### config.mk
export PLATFORM = sky130hd
export DESIGN_NAME = cache_cmd_scheduler
export DESIGN_NICKNAME = d
export VERILOG_FILES = /design/src/rtl/cache_cmd_scheduler_pkg.sv /design/src/rtl/cache_cmd_scheduler_clr_sweeper.sv /design/src/rtl/cache_cmd_scheduler.sv
export SDC_FILE = /design/constraint.sdc
export NUM_CORES = 1
export LEC_CHECK = 0
export ABC_AREA = 1
export CORE_MARGIN = 10
export CORE_UTILIZATION = 42
export CTS_CLUSTER_DIAMETER = 120
export DETAILED_ROUTE_END_ITERATION = 7
export PLACE_DENSITY = 0.88
export SYNTH_ARGS = -nofsm -noshare
export SYNTH_HDL_FRONTEND = slang
export SYNTH_SLANG_ARGS = --single-unit
### constraint.sdc
create_clock -name clk -period 1.7 [get_ports clk]
set_input_delay 0.17 -clock clk [delete_from_list [all_inputs] [get_ports clk]]
set_output_delay 0.17 -clock clk [all_outputs]
set_load 0.005 [all_outputs]
### src/rtl/cache_cmd_scheduler_pkg.sv
// Shared definitions for the trace-command scheduler:
// command codes, data-cache op encodings and FSM states.
package mypkg;

    localparam int INDEX_BITS_DEF  = 14;
    localparam int OFFSET_BITS_DEF = 6;

    localparam logic [3:0] CMD_READ       = 4'd0;
    localparam logic [3:0] CMD_WRITE      = 4'd1;
    localparam logic [3:0] CMD_I_FETCH    = 4'd2;
    localparam logic [3:0] CMD_L2_INVAL   = 4'd3;
    localparam logic [3:0] CMD_L2_DATA_RQ = 4'd4;
    localparam logic [3:0] CMD_CLR        = 4'd8;
    localparam logic [3:0] CMD_PRINT      = 4'd9;

    localparam logic [2:0] OP_READ        = 3'd0;
    localparam logic [2:0] OP_WRITE       = 3'd1;
    localparam logic [2:0] OP_SNOOP_INVAL = 3'd3;
    localparam logic [2:0] OP_SNOOP_DATA  = 3'd4;

    typedef enum logic [2:0] {
        S_IDLE,
        S_D_REQ,
        S_D_WAIT,
        S_I_REQ,
        S_I_WAIT,
        S_CLEAR,
        S_PRINT
    } state_t;

    function automatic logic [2:0] d_op(input logic [3:0] code);
        logic [2:0] op;
        op = OP_READ;
        unique case (code)
            CMD_WRITE:      op = OP_WRITE;
            CMD_L2_INVAL:   op = OP_SNOOP_INVAL;
            CMD_L2_DATA_RQ: op = OP_SNOOP_DATA;
            default:        op = OP_READ;
        endcase
        return op;
    endfunction

endpackage

### src/rtl/cache_cmd_scheduler_clr_sweeper.sv
// Walks every set index once after a start pulse, driving the
// clear strobe; done marks the final index.
module cache_clr_sweeper
    import mypkg::*;
#(
    parameter int INDEX_BITS = INDEX_BITS_DEF
) (
    input  logic                  clk,
    input  logic                  rst_n,
    input  logic                  start,
    output logic                  clr_en,
    output logic [INDEX_BITS-1:0] clr_index,
    output logic                  done
);

    localparam logic [INDEX_BITS-1:0] LAST = '1;

    logic                  active_q;
    logic [INDEX_BITS-1:0] idx_q;

    always_ff @(posedge clk) begin
        if (!rst_n) begin
            active_q <= 1'b0;
            idx_q    <= '0;
        end else if (active_q) begin
            if (idx_q == LAST) begin
                active_q <= 1'b0;
                idx_q    <= '0;
            end else begin
                idx_q <= idx_q + 1'b1;
            end
        end else if (start) begin
            active_q <= 1'b1;
            idx_q    <= '0;
        end
    end

    assign clr_en    = active_q;
    assign clr_index = idx_q;
    assign done      = active_q && (idx_q == LAST);

endmodule

### src/rtl/cache_cmd_scheduler.sv
// Trace-command sequencer: one command at a time to the data or
// instruction cache, plus local clear/print handling and a watchdog.
module cache_cmd_scheduler
    import mypkg::*;
#(
    parameter int ADDR_W      = 32,
    parameter int INDEX_BITS  = INDEX_BITS_DEF,
    parameter int OFFSET_BITS = OFFSET_BITS_DEF,
    parameter int TIMEOUT     = 255
) (
    input  logic                  clk,
    input  logic                  rst_n,
    input  logic                  cmd_valid,
    output logic                  cmd_ready,
    input  logic [3:0]            cmd_code,
    input  logic [ADDR_W-1:0]     cmd_addr,
    output logic                  d_req_valid,
    input  logic                  d_req_ready,
    output logic [2:0]            d_req_op,
    output logic [ADDR_W-1:0]     d_req_addr,
    input  logic                  d_done,
    output logic                  i_req_valid,
    input  logic                  i_req_ready,
    output logic [ADDR_W-1:0]     i_req_addr,
    input  logic                  i_done,
    output logic                  clr_en,
    output logic [INDEX_BITS-1:0] clr_index,
    output logic                  clr_stats,
    output logic                  print_req,
    input  logic                  print_done,
    output logic                  err_illegal,
    output logic                  err_timeout,
    output logic                  busy,
    output logic [31:0]           cmd_count
);

    localparam int             WD_W    = $clog2(TIMEOUT + 1);
    localparam logic [WD_W-1:0] WD_LAST = WD_W'(TIMEOUT - 1);

    if (INDEX_BITS + OFFSET_BITS > ADDR_W) begin : g_bad_geometry
        $error("index and offset fields exceed the address width");
    end

    state_t            state_q, state_d;
    logic [ADDR_W-1:0] addr_q;
    logic [2:0]        op_q;
    logic [WD_W-1:0]   wd_q;
    logic [31:0]       count_q;
    logic              illegal_q, timeout_q, print_q;
    logic              is_d, is_i, is_clr, is_prt, legal;
    logic              accept, timed, expired, tmo, sweep_done;

    always_comb begin
        is_d   = 1'b0;
        is_i   = 1'b0;
        is_clr = 1'b0;
        is_prt = 1'b0;
        unique case (1'b1)
            (cmd_code == CMD_READ),
            (cmd_code == CMD_WRITE),
            (cmd_code == CMD_L2_INVAL),
            (cmd_code == CMD_L2_DATA_RQ): is_d   = 1'b1;
            (cmd_code == CMD_I_FETCH):    is_i   = 1'b1;
            (cmd_code == CMD_CLR):        is_clr = 1'b1;
            (cmd_code == CMD_PRINT):      is_prt = 1'b1;
            default: ;
        endcase
    end

    assign legal   = is_d | is_i | is_clr | is_prt;
    assign accept  = (state_q == S_IDLE) && cmd_valid;
    assign timed   = (state_q == S_D_REQ) || (state_q == S_D_WAIT) ||
                     (state_q == S_I_REQ) || (state_q == S_I_WAIT) ||
                     (state_q == S_PRINT);
    assign expired = timed && (wd_q == WD_LAST);

    // Progress always beats the watchdog in the same cycle.
    always_comb begin
        state_d = state_q;
        tmo     = 1'b0;
        unique case (state_q)
            S_IDLE: begin
                if (accept) begin
                    if (is_d)        state_d = S_D_REQ;
                    else if (is_i)   state_d = S_I_REQ;
                    else if (is_clr) state_d = S_CLEAR;
                    else if (is_prt) state_d = S_PRINT;
                end
            end
            S_D_REQ: begin
                if (d_req_ready) state_d = S_D_WAIT;
                else if (expired) begin
                    state_d = S_IDLE;
                    tmo     = 1'b1;
                end
            end
            S_D_WAIT: begin
                if (d_done) state_d = S_IDLE;
                else if (expired) begin
                    state_d = S_IDLE;
                    tmo     = 1'b1;
                end
            end
            S_I_REQ: begin
                if (i_req_ready) state_d = S_I_WAIT;
                else if (expired) begin
                    state_d = S_IDLE;
                    tmo     = 1'b1;
                end
            end
            S_I_WAIT: begin
                if (i_done) state_d = S_IDLE;
                else if (expired) begin
                    state_d = S_IDLE;
                    tmo     = 1'b1;
                end
            end
            S_CLEAR: begin
                if (sweep_done) state_d = S_IDLE;
            end
            S_PRINT: begin
                if (print_done) state_d = S_IDLE;
                else if (expired) begin
                    state_d = S_IDLE;
                    tmo     = 1'b1;
                end
            end
            default: state_d = S_IDLE;
        endcase
    end

    always_ff @(posedge clk) begin
        if (!rst_n) begin
            state_q <= S_IDLE;
        end else begin
            state_q <= state_d;
        end
    end

    always_ff @(posedge clk) begin
        if (!rst_n) begin
            wd_q      <= '0;
            addr_q    <= '0;
            op_q      <= OP_READ;
            count_q   <= '0;
            illegal_q <= 1'b0;
            timeout_q <= 1'b0;
            print_q   <= 1'b0;
        end else begin
            if ((state_d != state_q) || !timed) wd_q <= '0;
            else                                wd_q <= wd_q + 1'b1;
            illegal_q <= accept && !legal;
            timeout_q <= tmo;
            print_q   <= accept && is_prt;
            if (accept && legal) begin
                addr_q  <= cmd_addr;
                op_q    <= d_op(cmd_code);
                count_q <= count_q + 1'b1;
            end
        end
    end

    cache_clr_sweeper #(
        .INDEX_BITS(INDEX_BITS)
    ) u_sweeper (
        .clk      (clk),
        .rst_n    (rst_n),
        .start    (accept && is_clr),
        .clr_en   (clr_en),
        .clr_index(clr_index),
        .done     (sweep_done)
    );

    assign cmd_ready   = (state_q == S_IDLE);
    assign busy        = (state_q != S_IDLE);
    assign d_req_valid = (state_q == S_D_REQ);
    assign d_req_op    = op_q;
    assign d_req_addr  = addr_q;
    assign i_req_valid = (state_q == S_I_REQ);
    assign i_req_addr  = addr_q;
    assign clr_stats   = sweep_done;
    assign print_req   = print_q;
    assign err_illegal = illegal_q;
    assign err_timeout = timeout_q;
    assign cmd_count   = count_q;

endmodule
Yosys cells after proc, flatten, opt, wreduce, memory -nomap -nowiden
Cells that the tools add are included.
{ "word_totals": {"inputBits": 44, "regBits": 96, "elab_cells": 83} }
{ "classes": {"mux": 31, "n_reduce_logical": 20, "eq_ne": 15, "n_addsub": 3, "n_bitwise": 4} }
{ "op_table": {"columns": ["op", "count"], "rows": [
  ["two-way mux 14 bit", 3],
  ["two-way mux 3 bit", 12],
  ["adder 32 x 1 -> 32 bit (second input constant)", 1],
  ["one-hot mux 3 bit (7 select lines)", 1],
  ["adder 14 x 1 -> 14 bit (second input constant)", 1],
  ["equality test 14 bit (second input constant)", 1],
  ["two-way mux 1 bit", 13],
  ["equality test 3 bit (second input constant)", 3],
  ["one-hot mux 3 bit (3 select lines)", 1],
  ["adder 8 x 1 -> 8 bit (second input constant)", 1],
  ["equality test 4 x 2 -> 1 bit (second input constant)", 2],
  ["equality test 4 bit (second input constant)", 2],
  ["equality test 8 bit (second input constant)", 1],
  ["logical AND 1 bit", 7],
  ["equality test 3 x 2 -> 1 bit (second input constant)", 2],
  ["logical OR 1 bit", 5],
  ["one-hot mux 1 bit (5 select lines)", 1],
  ["equality test 4 x 1 -> 1 bit (second input constant)", 1],
  ["equality test 4 x 3 -> 1 bit (second input constant)", 1],
  ["logical NOT 4 bit", 1],
  ["OR reduction 4 bit", 1],
  ["equality test 3 x 1 -> 1 bit (second input constant)", 1],
  ["logical NOT 3 bit", 1],
  ["inequality test 3 bit", 1],
  ["6 further kinds", 9]
]} }

Logic depth before layout (Yosys ltp)
Gate-level depths: netlist of the first run.
{ "depth": {"word_depth": 12, "depth_mapped": 11} }

Hierarchy
From an unflattened synthesis of the first run, not the netlist that was laid out.
{ "unflattened": {"hier_cells": 731, "area_unflattened_um2": 4984.8} }
{ "by_module_without_submodules": {"columns": ["module", "instances", "area_each_um2", "cells_per_inst"], "rows": [
  ["cache_cmd_scheduler", 1, 4139.0, 605],
  ["cache_clr_sweeper", 1, 845.8, 126]
]} }

Worst setup path after synthesis of the first run
No wires, ideal clock.
{ "synth_path": {"kind": "flip-flop to flip-flop", "startpoint": "register u_sweeper.idx_q[0] (netlist: u_sweeper.clr_index[0])", "endpoint": "register wd_q[2]", "synth_period_minus_slack_ns": 1.675, "setup_slack_ns": 0.025, "arrival_ns": 1.553, "setup_ns": 0.122, "stages_incl_launch_ff": 11, "path_buffers": 0, "path_cell_list": "dfxtp_1 -> ha_1 -> nand2_1 -> nor2_1 -> nand2_2 -> nor2_4 -> nand3_1 -> nand2_1 -> nand3_1 -> nor2_4 -> nor3_1"} }
{ "synth_between": {"elab_chain_len": 7} }
{ "synth_lines": {"columns": ["item", "line", "text"], "rows": [
  ["from (decl)", "cache_cmd_scheduler_clr_sweeper.sv:19", "logic [INDEX_BITS-1:0] idx_q;"],
  ["from (signal assigned)", "cache_cmd_scheduler_clr_sweeper.sv:30", "idx_q <= idx_q + 1'b1;"],
  ["equality test 14 bit", "cache_cmd_scheduler_clr_sweeper.sv:40", "assign done = active_q && (idx_q == LAST);"],
  ["logical AND 1 bit", "cache_cmd_scheduler_clr_sweeper.sv:40", null],
  ["two-way mux 3 bit", "cache_cmd_scheduler.sv:119", "if (sweep_done) state_d = S_IDLE;"],
  ["one-hot mux 3 bit (7 select lines)", "cache_cmd_scheduler.sv:81", "unique case (state_q)"],
  ["inequality test 3 bit", "cache_cmd_scheduler.sv:150", "if ((state_d != state_q) || !timed) wd_q <= '0;"],
  ["logical OR 1 bit", "cache_cmd_scheduler.sv:150", null],
  ["OR reduction 2 bit (no source line)", null, null],
  ["to (signal assigned)", "cache_cmd_scheduler.sv:151", "else wd_q <= wd_q + 1'b1;"],
  ["to (decl)", "cache_cmd_scheduler.sv:47", "logic [WD_W-1:0] wd_q;"]
]} }
Every way passes these cells.
A chain may end at the register's enable or synchronous reset.

Worst setup path in the final report of the first run
{ "layout_path": {"startpoint": "register wd_q[0]", "endpoint": "register wd_q[4]"} }
{ "layout_between": {"elab_chain_len": 8} }
{ "layout_lines": {"columns": ["item", "line", "text"], "rows": [
  ["equality test 8 bit", "cache_cmd_scheduler.sv:75", "assign expired = timed && (wd_q == WD_LAST);"],
  ["logical AND 1 bit", "cache_cmd_scheduler.sv:75", null],
  ["two-way mux 3 bit", null, null],
  ["two-way mux 3 bit (on tied branches)", null, null],
  ["one-hot mux 3 bit (7 select lines)", "cache_cmd_scheduler.sv:81", null],
  ["inequality test 3 bit", "cache_cmd_scheduler.sv:150", null],
  ["logical OR 1 bit", "cache_cmd_scheduler.sv:150", null],
  ["OR reduction 2 bit (no source line)", null, null]
]} }
Several ways; a longest one is shown, not always the timed one.

==> results of run 1 <==
cell usage in the layout (no fill, tap or decap), types with 2 or more instances in the layout:
master,instances
a211oi_1,4
dfxtp_2,5
nor2_4,5
ha_1,3
nand3_1,24
or2_0,2
nand3_2,4
nor2_1,118
buf_4,60
xnor2_1,7
nand2_1,170
bufinv_16,3
dfxtp_4,2
buf_12,3
nand3b_1,2
nor3_2,19
inv_4,2
inv_2,2
nor3_1,10
nand3_4,3
clkbuf_1,2
nor2_2,11
nand4_1,8
dfxtp_1,89
a31oi_1,2
o21ai_1,3
buf_6,3
nand2_4,3
clkbuf_16,9
xor2_1,19
a21oi_1,46
nand2_2,2
o21ai_0,43
clkdlybuf4s50_1,163
inv_1,57
stage by stage:
step                      cells  total power [mW]   util  setup TNS [ns]
after floorplan             726              2.83      -               0
after global placement     1038              3.24  0.600           -3.58
after detailed placement   1038              3.26  0.600           -6.75
after CTS                  1056              5.57  0.635               0
after global routing       1059              5.75  0.654           -1.18
final                      1059              5.54  0.654               0
power by group:
part           switching (mW)  leakage [nW]  internal [mW]
Clock                   0.830         0.163           1.47
Sequential             0.0680         0.783           2.33
Combinational           0.373          1.83          0.469
cells by family after synthesis:
kind of cell               share of synthesized area
DFF                                            0.390
buffers and inverters                          0.117
and+or+nand+nor                                0.331
xor gates and xnor gates                      0.0462
AOI/OAI and AO/OA                              0.107
adders and majority gates                     0.0101
final timing paths:
path / startpoint / slack (ns) / end
worst max-delay path: wd_q[0] / 0.02 / wd_q[4]
worst min-delay path: cmd_addr[19] / 0.45 / d_req_addr[19]
worst max register to register: wd_q[0] / 0.02 / wd_q[4]
worst min register to register: d_req_op[1] / 0.47 / d_req_op[1]
area by class of cell:
class | count | share of cell area
multi-input cells | 514 | 0.350
repair buffers | 230 | 0.292
clock buffers | 12 | 0.0329
well taps | 143 | 0.0239
flip-flops and latches | 96 | 0.258
clock inverters | 3 | 0.0120
inverters | 61 | 0.0312
registers in the layout, summed over array words and instances (netlist names):
name and count:
cmd_count 32, d_req_addr 32, d_req_op 3, err_illegal 1
err_timeout 1, print_req 1, state_q 3, u_sweeper.clr_en 1
u_sweeper.clr_index 14, wd_q 8
critical path: stages, from the launching register on:
cell     delay (ns)
dfxtp_1        0.35
inv_1          0.08
ha_1           0.13
inv_1          0.04
nor2_1         0.10
nand2_1        0.09
nor2_2         0.13
nor2_1         0.06
nor2_1         0.20
nand3_2        0.14
nand3_4        0.17
nor3_2         0.08
metal layers:
layer	track usage	up-vias	wire length (µm)
met3	0.0591	17	1370
li1	-	2659	-
met1	0.217	2383	6510
met4	0.0364	0	223
met5	0	-	0
met2	0.299	202	7630
repair_timing:
action,4_1_cts,5_1_grt
setup buffers,3,3
endpoints found under the setup margin,17,44
resized for setup,19,43
cloned,0,0
pin swaps,3,9
==> key figures, run 1 <==
Cells and area
  • Fin area: about 0.0075 mm²
  • Nets: 960
  • Multi-input gate area: 0.00263 mm²
  • Share of layout cells above drive strength 1: 0.153
  • Register area: around 0.0019 mm²
  • # fillers: 955
  • Layout overhead on the synthesized area: 52.0%
  • ANT cells: 0

Route
  • Vias: 5,261
  • Final ANT Viol Nets: 0
  • Routed len/inst: 14.9 µm
  • Drt pass-1 iters: 5
  • Vias per cell: approximately 5.0
  • DRT Wirelength: between 15,000 and 20,000 µm
  • DRC errors left: 0
  • Detailed router's first-iteration violation count: roughly 370

Placed design
  • Post-DP Area: between 0.006 and 0.007 mm²
  • Input/output buffers: between 150 and 200
  • RD Place Congestion: between 0.9 and 1
  • Final HPWL DP: approximately 12,000 µm
  • Pre-CTS setup slack: -0.162 ns

STA
  • Tcrit/Tclk final: 0.985
  • RSZ-0062 raised after global routing: yes
  • Worst-margin pin slew: 0.351 ns
  • Endpoints failing hold: 0
  • Layout Skew: ~0.0081 ns
  • Final WS setup: 0.0248 ns
  • Min Tclk post-route: around 1.7 ns
  • # setup viols final: 0
  • Final hold slack: around 0.45 ns
  • Maximum clock frequency: about 600 MHz
  • Max_slew headroom: 0.764
  • Slew Viols, Final: 0

Floorplan
  • Initial cell density of the core: 0.430
  • Row cnt: 39
  • Area of the die: approximately 0.016 mm²
  • Io pins: 166
  • Core footprint: 0.0115 mm²
  • Die width: 128 µm
  • Die Span Y: between 100 and 150 µm

Clock network
  • Worst-Skew Late Latency: approximately 0.34 ns
  • TritonCTS clock tree: done
  • CTS sink count: 96
  • Clk buf depth: 2
  • Root buffer cell: clkbuf_16
  • Clock Pin Slew Worst Setup and Hold Paths: approximately 0.070 ns
  • Hold Buf Count CTS: 0
  • CTS buffer count: 9
  • H-Tree Level Count: 3

Hold path
  • Hold depth: 3
  • Worst Hold Class: in2reg

Critical path
  • Critical-path maximum fanout: 8
  • Critical Path AT: around 1.9 ns
  • Data required, critical path: approximately 1.9 ns
  • Setup CP Type: reg2reg
  • CP startpoint kind: flop
  • Critical path capture point type: flop
  • Reg2reg path depth: 11

Synthesis
  • Syn_area_per_cell: 6.80 µm²
  • Largest area contributor in the netlist: dfxtp_1
  • Syn Inst Count: just over 700
  • Synth Warn #: 0
  • Top post-synthesis cells by area: dfxtp_1 39%, nand2_1 13%, nor2_1 9.6%
  • Top cell type's share of synthesized area: 0.390
  • Commonest cells in the netlist: 172 x nand2_1, 126 x nor2_1, 96 x dfxtp_1
  • Netlist Area Pre-Place: approximately 0.005 mm²
  • Top_reg_cell synth: dfxtp_1
  • Cell with the most instances after synthesis: nand2_1
  • Register area share after synthesis: 0.390
  • FF+latch count, synth: 96
  • EDFF count, synth: 0
  • Async SR Flop Fraction: 0
  • Synthesized Nets: around 770
  • Count of different cell masters after synthesis: 34

Pwr
  • Power per cell area: 739 mW/mm²
  • P_leak: between 2 and 3 nW
  • Peak supply drop: roughly 700 µV

GRT
  • Initial antenna violation count: 0
  • Largest net degree at the start of global routing: between 60 and 70
  • Gr ovfl total: 0
  • Number of global-route vias before repair: roughly 4,800
  • Global-route wire length before repair: 24,200 µm
  • GR Util All Layers: 0.178

Run
  • Max-cap violation count: 0

Outcome
  • Status: completed
Power figures use the tool's default switching activity.
==> inputs of run 2 (changes only) <==
ABC_CLOCK_PERIOD_IN_PS = 1700   (was unset)
CORE_ASPECT_RATIO = 1.4   (was unset)
==> run 2 against run 1 <==
  * Via count grew 1.2%
  * Clock power shrank 9.1%
  * Clock skew grew 0.0014 ns
==> key figures, run 2 (synthesized netlist as in run 1, its figures left out) <==
Outcome
  • Status: completed (unchanged)

Clock network
  • TritonCTS clock tree: done (unchanged)
  • Hold Buf Count CTS: 0 (unchanged)
  • CTS sink count: 96 (unchanged)
  • Worst-Skew Late Latency: 0.34 ns (about the same)
  • Root buffer cell: clkbuf_16 (unchanged)
  • H-Tree Level Count: 3 (unchanged)
  • Clk buf depth: 2 (unchanged)
  • CTS buffer count: 9 (unchanged)
  • Clock Pin Slew Worst Setup and Hold Paths: 0.07 ns (about the same)

Cells and area
  • Final std cells w/o fill: 1,050 (was 1,059)
  • ANT cells: 0 (unchanged)
  • Most common cell after layout, fill and taps aside: nand2_1 (unchanged)
  • Fin area: 0.00738 mm² (was 0.00750 mm²)
  • Nets: 949 (was 960)
  • Final core occ: 0.647 (was 0.654)
  • Most frequent cells in the layout: 169 x nand2_1, 162 x clkdlybuf4s50_1, 118 x nor2_1, 88 x dfxtp_1, 57 x inv_1 (was 170 x nand2_1, 163 x clkdlybuf4s50_1, 118 x nor2_1, 89 x dfxtp_1, 60 x buf_4)
  • Share of layout cells above drive strength 1: 0.139 (was 0.153)
  • Layout overhead on the synthesized area: 49.5% (was 52.0%)
  • # fillers: 955 (unchanged)

Floorplan
  • Initial cell density of the core: 0.433 (was 0.430)
  • Row cnt: 46 (was 39)
  • Die width: 112 µm (was 128 µm)
  • Area of the die: 0.0165 mm² (about the same)
  • Core footprint: 0.0114 mm² (was 0.0115 mm²)
  • Die Span Y: 148 µm (was 128 µm)
  • Io pins: 166 (unchanged)

Route
  • Detailed router's first-iteration violation count: 244 (was 365)
  • Routed len/inst: 14.9 µm (about the same)
  • DRC errors left: 0 (unchanged)
  • Vias per cell: 5.07 (was 4.97)
  • Vias: 5,322 (was 5,261)
  • DRT Wirelength: 15,600 µm (was 15,700 µm)
  • Final ANT Viol Nets: 0 (unchanged)
  • Drt pass-1 iters: 4 (was 5)

Placed design
  • # placed instances: 1,032 (was 1,038)
  • Input/output buffers: 165 (unchanged)
  • Final HPWL DP: 11,800 µm (about the same)
  • RD Place Congestion: 0.913 (was 0.918)
  • Post-DP Area: 0.00687 mm² (was 0.00688 mm²)

Critical path
  • CP startpoint kind: flop (unchanged)
  • Critical path capture point type: primary output (was flop)
  • Slowest stage delay, CP: 0.49 ns (was 0.35 ns)
  • Setup CP Type: reg2out (was reg2reg)
  • Data required, critical path: 1.53 ns (was 1.93 ns)
  • Critical-path maximum fanout: 6 (was 8)
  • Critical path, cell by cell: nor2_4, nand2_2, inv_1, clkdlybuf4s50_1 (was inv_1, ha_1, inv_1, nor2_1, nand2_1, nor2_2, nor2_1, nor2_1, nand3_2, nand3_4, nor3_2)
  • Critical Path AT: 1.52 ns (was 1.90 ns)
  • CP max-delay cell: clkdlybuf4s50_1 (was dfxtp_1)

Pwr
  • P_leak: 2.72 nW (was 2.78 nW)
  • Peak supply drop: 470 µV (was 704 µV)
  • Power per cell area: 724 mW/mm² (was 739 mW/mm²)

STA
  • RSZ-0062 raised after global routing: yes (unchanged)
  • Slew Viols, Final: 0 (unchanged)
  • Setup_tns: 0 ns (unchanged)
  • Min Tclk post-route: 1.69 ns (was 1.68 ns)
  • Endpoints failing hold: 0 (unchanged)
  • Worst-margin pin slew: 0.381 ns (was 0.351 ns)
  • Maximum clock frequency: 591 MHz (was 597 MHz)
  • Tcrit/Tclk final: 0.995 (was 0.985)
  • Max_slew headroom: 0.745 (was 0.764)
  • # setup viols final: 0 (unchanged)
  • Layout Skew: 0.00948 ns (was 0.00811 ns)

GRT
  • Number of global-route vias before repair: 5,252 (was 4,820)
  • Global-route wire length before repair: 25,200 µm (was 24,200 µm)
  • GR Util All Layers: 0.181 (was 0.178)
  • Largest net degree at the start of global routing: 63 (unchanged)
  • Initial antenna violation count: 0 (unchanged)
  • Gr ovfl total: 0 (unchanged)

Hold path
  • Worst Hold Class: reg2reg (was in2reg)

Run
  • Max-cap violation count: 0 (unchanged)
[run 2: changes by cell type in the layout (fill, tap and decap cells not counted), moves of 3 or more]
cell     change
buf_4       -14
dfxtp_2      +3
nor3_1       +9
nor3_2       -9
[run 2: worst paths after layout]
kind	from	end	slack [ns]	cells after the start
worst max-delay path	state_q[0]	cmd_ready	0.009	4
worst min-delay path	wd_q[0]	wd_q[0]	0.45	1
worst max register to register	u_sweeper.clr_index[0]	wd_q[5]	0.03	11
worst min register to register	wd_q[0]	wd_q[0]	0.45	1
[run 2: repair_timing]
item / in CTS / in global routing
gates resized for setup: 33 / 24
buffers inserted: 0 / 2
cloned: 0 / 0
pin swaps: 11 / 9
endpoints found under the setup margin: 14 / 30
[run 2: final cells by class]
class / instances / area (µm²) / area share
Clock buffer: 11 / 243 / 0.0329
Clock inverter: 5 / 62.6 / 0.00848
Inverter: 61 / 231 / 0.0314
Multi-Input combinational cell: 514 / 2600 / 0.352
Sequential cell: 96 / 1930 / 0.262
Tap cell: 144 / 180 / 0.0244
Timing Repair Buffer: 219 / 2130 / 0.289
[run 2: per-stage QoR]
step                      worst slack [ns]  total power, mW  hold slack [ns]
after global routing               -0.0796             5.56            0.465
after floorplan                     0.0251             2.83            0.330
after global placement              -0.166             3.26            0.457
after detailed placement            -0.234             3.28            0.455
after CTS                          0.00243             5.37            0.447
final                              0.00859             5.34            0.449
[run 2: per-layer routing]
metal | track usage | vias up | part of all wire
met1 | 0.179 | 2468 | 0.37
met2 | 0.340 | 180 | 0.54
met5 | 0 | - | 0
met3 | 0.0479 | 47 | 0.060
li1 | - | 2627 | -
met4 | 0.0863 | 0 | 0.035
[run 2: critical path: cells and delay by family, from the launching register on]
family / cells / cell delay [ns]
buf+inv: 2 / 0.55
flops: 1 / 0.38
simple gates: 2 / 0.25
[run 2: where the power goes]
group	internal (mW)	switching [mW]
Combinational	0.477	0.370
Sequential	2.33	0.0689
Clock	1.20	0.896
==> inputs of run 3 (changes only) <==
CAP_MARGIN = 20   (was unset)
SLEW_MARGIN = 15   (was unset)
==> results of run 3 <==
The final DEF is identical to that of run 2; final timing and power are the same.
